--- src/rtl/keypad_pkg.sv ---
// Shared definitions for the 4x3 keypad scanner: FSM state codes, key indices
// and the (row, column) -> key map.
package keypad_pkg;

  typedef logic [1:0] state_t;

  localparam state_t SCAN    = 2'd0;
  localparam state_t CONFIRM = 2'd1;
  localparam state_t HELD    = 2'd2;

  // Key indices: 0..9 are the digits themselves.
  localparam logic [3:0] KEY_STAR  = 4'd10;
  localparam logic [3:0] KEY_SHARP = 4'd11;

  function automatic logic [3:0] key_map(input logic [1:0] row_idx, input logic [1:0] col_idx);
    if (row_idx == 2'd3) begin
      case (col_idx)
        2'd0:    return KEY_STAR;
        2'd1:    return 4'd0;
        default: return KEY_SHARP;
      endcase
    end
    return ({2'b00, row_idx} * 4'd3) + {2'b00, col_idx} + 4'd1;
  endfunction

  // True when exactly one active-low row line is asserted.
  function automatic logic one_low(input logic [3:0] r);
    return (r == 4'b1110) || (r == 4'b1101) || (r == 4'b1011) || (r == 4'b0111);
  endfunction

  function automatic logic [1:0] low_index(input logic [3:0] r);
    case (r)
      4'b1101: return 2'd1;
      4'b1011: return 2'd2;
      4'b0111: return 2'd3;
      default: return 2'd0;
    endcase
  endfunction

endpackage

--- src/rtl/keypad_scanner_sync.sv ---
// Two-flop synchroniser for asynchronous pin inputs; idles at all-ones so
// released pulled-up lines read as inactive straight out of reset.
module sync_2ff #(
  parameter int WIDTH = 4
) (
  input  logic             clk,
  input  logic             rst,
  input  logic [WIDTH-1:0] d,
  output logic [WIDTH-1:0] q
);

  logic [WIDTH-1:0] meta_reg;
  logic [WIDTH-1:0] q_reg;

  always_ff @(posedge clk) begin
    if (!rst) begin
      meta_reg <= '1;
      q_reg    <= '1;
    end else begin
      meta_reg <= d;
      q_reg    <= meta_reg;
    end
  end

  assign q = q_reg;

endmodule

--- src/rtl/keypad_scanner.sv ---
// 4x3 matrix keypad scanner: strobes columns, debounces the synchronised rows
// and emits one registered single-cycle pulse per accepted key press.
module keypad_scanner
  import keypad_pkg::*;
#(
  parameter int COL_CYCLES       = 1000,
  parameter int DEBOUNCE_SAMPLES = 4
) (
  input  logic       clk,
  input  logic       rst,
  input  logic [3:0] row,
  output logic [2:0] col,
  output logic [9:0] keypad,
  output logic       sharp,
  output logic       star,
  output logic       busy
);

  localparam int DW = (COL_CYCLES > 1) ? $clog2(COL_CYCLES) : 1;
  localparam int BW = $clog2(DEBOUNCE_SAMPLES + 1);
  localparam logic [DW-1:0] DWELL_LAST = DW'(COL_CYCLES - 1);
  localparam logic [BW-1:0] DB_LAST    = BW'(DEBOUNCE_SAMPLES - 1);

  logic [3:0]    row_s;
  logic [DW-1:0] dwell_reg;
  logic [1:0]    col_idx_reg;
  state_t        state_reg;
  logic [BW-1:0] db_reg;
  logic [1:0]    key_row_reg;
  logic [11:0]   pulse_reg;

  logic       sample;
  logic       valid;
  logic       row_match;
  logic [1:0] col_next;

  sync_2ff #(.WIDTH(4)) u_row_sync (
    .clk (clk),
    .rst (rst),
    .d   (row),
    .q   (row_s)
  );

  assign sample    = (dwell_reg == DWELL_LAST);
  assign valid     = one_low(row_s);
  assign row_match = (row_s == ~(4'b0001 << key_row_reg));
  assign col_next  = (col_idx_reg == 2'd2) ? 2'd0 : col_idx_reg + 2'd1;

  always_ff @(posedge clk) begin
    if (!rst) begin
      dwell_reg   <= '0;
      col_idx_reg <= 2'd0;
      state_reg   <= SCAN;
      db_reg      <= '0;
      key_row_reg <= 2'd0;
      pulse_reg   <= '0;
    end else begin
      pulse_reg <= '0;
      dwell_reg <= sample ? '0 : dwell_reg + 1'b1;
      if (sample) begin
        case (state_reg)
          SCAN: begin
            if (valid) begin
              key_row_reg <= low_index(row_s);
              db_reg      <= '0;
              state_reg   <= CONFIRM;
            end else begin
              col_idx_reg <= col_next;
            end
          end
          CONFIRM: begin
            if (!row_match) begin
              state_reg   <= SCAN;
              col_idx_reg <= col_next;
            end else if (db_reg == DB_LAST) begin
              pulse_reg <= 12'b1 << key_map(key_row_reg, col_idx_reg);
              db_reg    <= '0;
              state_reg <= HELD;
            end else begin
              db_reg <= db_reg + 1'b1;
            end
          end
          HELD: begin
            // Column stays frozen, so other columns' keys cannot be seen here.
            if (row_s != 4'hF) begin
              db_reg <= '0;
            end else if (db_reg == DB_LAST) begin
              db_reg      <= '0;
              state_reg   <= SCAN;
              col_idx_reg <= col_next;
            end else begin
              db_reg <= db_reg + 1'b1;
            end
          end
          default: state_reg <= SCAN;
        endcase
      end
    end
  end

  assign col    = ~(3'b001 << col_idx_reg);
  assign keypad = pulse_reg[9:0];
  assign star   = pulse_reg[KEY_STAR];
  assign sharp  = pulse_reg[KEY_SHARP];
  assign busy   = (state_reg != SCAN);

endmodule

--- config.mk ---
export PLATFORM = sky130hd
export DESIGN_NAME = keypad_scanner
export DESIGN_NICKNAME = d
export VERILOG_FILES = /design/src/rtl/keypad_pkg.sv /design/src/rtl/keypad_scanner_sync.sv /design/src/rtl/keypad_scanner.sv
export SDC_FILE = /design/constraint.sdc
export NUM_CORES = 1
export LEC_CHECK = 0
export CAP_MARGIN = 25
export CORE_MARGIN = 3
export CORE_UTILIZATION = 58
export CTS_CLUSTER_DIAMETER = 50
export DETAILED_ROUTE_END_ITERATION = 8
export PLACE_DENSITY = 0.81
export SYNTH_ARGS = -nofsm -noshare
export SYNTH_HDL_FRONTEND = slang
export SYNTH_SLANG_ARGS = --single-unit
--- constraint.sdc ---
create_clock -name clk -period 4.6 [get_ports clk]
set_input_delay 0.92 -clock clk [delete_from_list [all_inputs] [get_ports clk]]
set_output_delay 0.92 -clock clk [all_outputs]
set_load 0.02 [all_outputs]
==> results.json <==
{
  "cp_max_fo": 4,
  "yosysSeqAreaShare_pct": 42.11,
  "layout_worst_path_cycle_share_pct": 60.13,
  "gp_congestion": 0.8532,
  "fin_crit_ps": 2766,
  "grt_pass1_wl_um": 5865,
  "via_count": 1423,
  "cts_tree": "yes",
  "synth_area_sq_mm": 0.001854,
  "maxCapViolations": 0,
  "htreeDepth": 2,
  "clk_path_buf_depth": 2,
  "wl_per_cell_um": 13.03,
  "clk_latency_ps": 360,
  "relSlewSlack_pct": 50.89,
  "fmax_mhz": 361.5,
  "grt_usage_pct": 18.68,
  "io_pins": 22,
  "grt_pass1_vias": 1418,
  "busiest_layer": "met2",
  "syn-num-nets": 221,
  "grt.overflow.total": 0,
  "endpoint_kind": "output pin",
  "post-dp-hpwl_um": 2677,
  "tightest_slew_ps": 734.3,
  "p_comb_share_pct": 4.2,
  "post-route-drc-count": 0,
  "fillers": 229,
  "cts_sinks": 39,
  "synthArstFlopShare_pct": 0,
  "critPathKind": "reg -> out",
  "internal-power_w": 0.0004133,
  "startpoint": "state_reg[0]",
  "synth_common_cells": "dfxtp_1 (39), nor2_1 (28), nand2_1 (17), ha_1 (13), inv_1 (13)",
  "drtPass1Iterations": 4,
  "insertedDiodeCount": 0,
  "use_met1_pct": 18.05,
  "finClkSkew_ps": 14.78,
  "rsz0062_at_grt": "no",
  "port_buffers": 21,
  "die_x_um": 62.54,
  "pre_cts_slack_ps": 1774,
  "start_util_pct": 63.93,
  "grtUsageMet2_pct": 36.48,
  "syn_to_final_growth_pct": 15.86,
  "nets": 243,
  "cp_data_arrival_time_ps": 1850,
  "synth.area.top_cells": "dfxtp_1 (42%), ha_1 (8.8%), nor2_1 (5.7%)",
  "cts_root_buf": "clkbuf_4",
  "cts_inserted_buffers": 5,
  "netlist.area_leader.share_pct": 42.11,
  "switching_power_w": 0.0001356,
  "holdCritStartpoint": "u_row_sync.meta_reg[0]",
  "synthCells": 200,
  "r2r-start": "col_idx_reg[1]",
  "rows": 19,
  "outcome": "completed",
  "syn_area_per_cell_sq_um": 9.271,
  "hold_viol_final": 0,
  "core_area_sq_mm": 0.002900,
  "p_sw_share_pct": 24.70,
  "grt_antenna_before_repair": 0,
  "grtUsageMet3_pct": 3.777,
  "die_area_sq_mm": 0.003911,
  "ir_worst_vdd_v": 0.0001804,
  "finalSetupViolations": 0,
  "tns_ps": 0,
  "pwr-share-seq_pct": 63.5,
  "setup_slack_ps": 1834,
  "die_y_um": 62.54,
  "postCtsHoldBufs": 0,
  "cts_setup_buffers": 0,
  "yosysTopAreaCell": "dfxtp_1",
  "drive_gt1_share_pct": 8.969,
  "grt_max_degree": 23,
  "yosysMostFrequentCell": "dfxtp_1",
  "yosys_warnings": 0,
  "synthFlopType": "dfxtp_1",
  "clkTransAtPathRegs_ps": 130,
  "wirelength_um": 3452,
  "clock_power_share_pct": 32.3,
  "cts_resized": 0,
  "vias_per_cell": 5.370,
  "synth_edf_count": 0,
  "largest_register_ffs": 12,
  "critPathLaunchType": "flip-flop",
  "slew_viol_final": 0,
  "drtIter0Drc": 45,
  "power.density_mw_per_mm2": 255.5,
  "crit_required_ps": 3680,
  "ant_nets": 0,
  "min_path_type": "reg -> reg",
  "leakage_nw": 0.8678,
  "yosys_register_bits": 39,
  "synth_cell_types": 40
}
path summary, 6_finish.rpt:
path | slack, ps | to | cells past startpoint
setup reg to reg | 2390 | pulse_reg[2] | 7
hold / removal | 430 | u_row_sync.q[0] | 1
setup / recovery | 1830 | busy | 4
hold reg to reg | 430 | u_row_sync.q[0] | 1
worst max-delay path: stages (launching register included):
cell	delay [ps]
dfxtp_1	410
inv_1	80
ha_1	240
inv_1	120
clkdlybuf4s50_1	620
per-layer routing:
layer	part of all wire [%]	up-vias	routed length, um
met5	0	-	0
met4	2.4	0	82
met3	4.2	9	146
met2	53	35	1846
met1	40	674	1376
li1	-	705	-
kinds of logic after synthesis:
group	synth area share (%)
AND/OR/NAND/NOR	26.18
AO/OA/AOI/OAI	5.735
flip-flops	42.11
adder cells (fa/ha/maj)	10.93
multiplexers	3.914
XOR/XNOR	7.085
buffers and inverters	4.048
layout by cell type (no fill, tap or decap), types with 3 or more instances in the layout:
cell              n
a21oi_1           4
and3_1            5
clkbuf_4          5
clkdlybuf4s50_1  21
dfxtp_1          39
ha_1             13
inv_1            13
mux2i_1           5
nand2_1          17
nand2b_1         11
nand3_1           7
nand4b_1          3
nor2_1           28
o21ai_0           4
xnor2_1          10
xor2_1            5
power by group through the flow:
stage	Combinational [W]	Sequential, W	Clock (W)
finish	0.0000231	0.000348	0.000177
global route	0.0000259	0.000350	0.000196
CTS	0.0000232	0.000348	0.000180
detailed placement	0.0000229	0.000356	0
global placement	0.0000225	0.000356	0
floorplan	0.0000187	0.000353	0
area by class of cell:
type | count | area [sq um] | share of cell area (%)
clock buffer | 5 | 37.54 | 1.747
clock inverter | 3 | 20.02 | 0.9319
inverter | 13 | 48.80 | 2.271
multi-input combinational | 142 | 998.5 | 46.48
sequential | 39 | 780.7 | 36.34
tap | 42 | 52.55 | 2.446
timing repair buffer | 21 | 210.2 | 9.785
metrics by stage:
step	instance area (sq um)	total power, W	std cells	hold slack, ps	utilization (%)
finish	2148	0.0005489	265	430.9	74.07
CTS	2148	0.0005512	265	430.0	74.07
floorplan	1854	0.0003718	200	386.3	-
global placement	2091	0.0003782	257	395.2	72.09
detailed placement	2091	0.0003789	257	399.4	72.09
global route	2148	0.0005716	265	457.0	74.07
No activity file was read; power rests on OpenSTA's default activity.
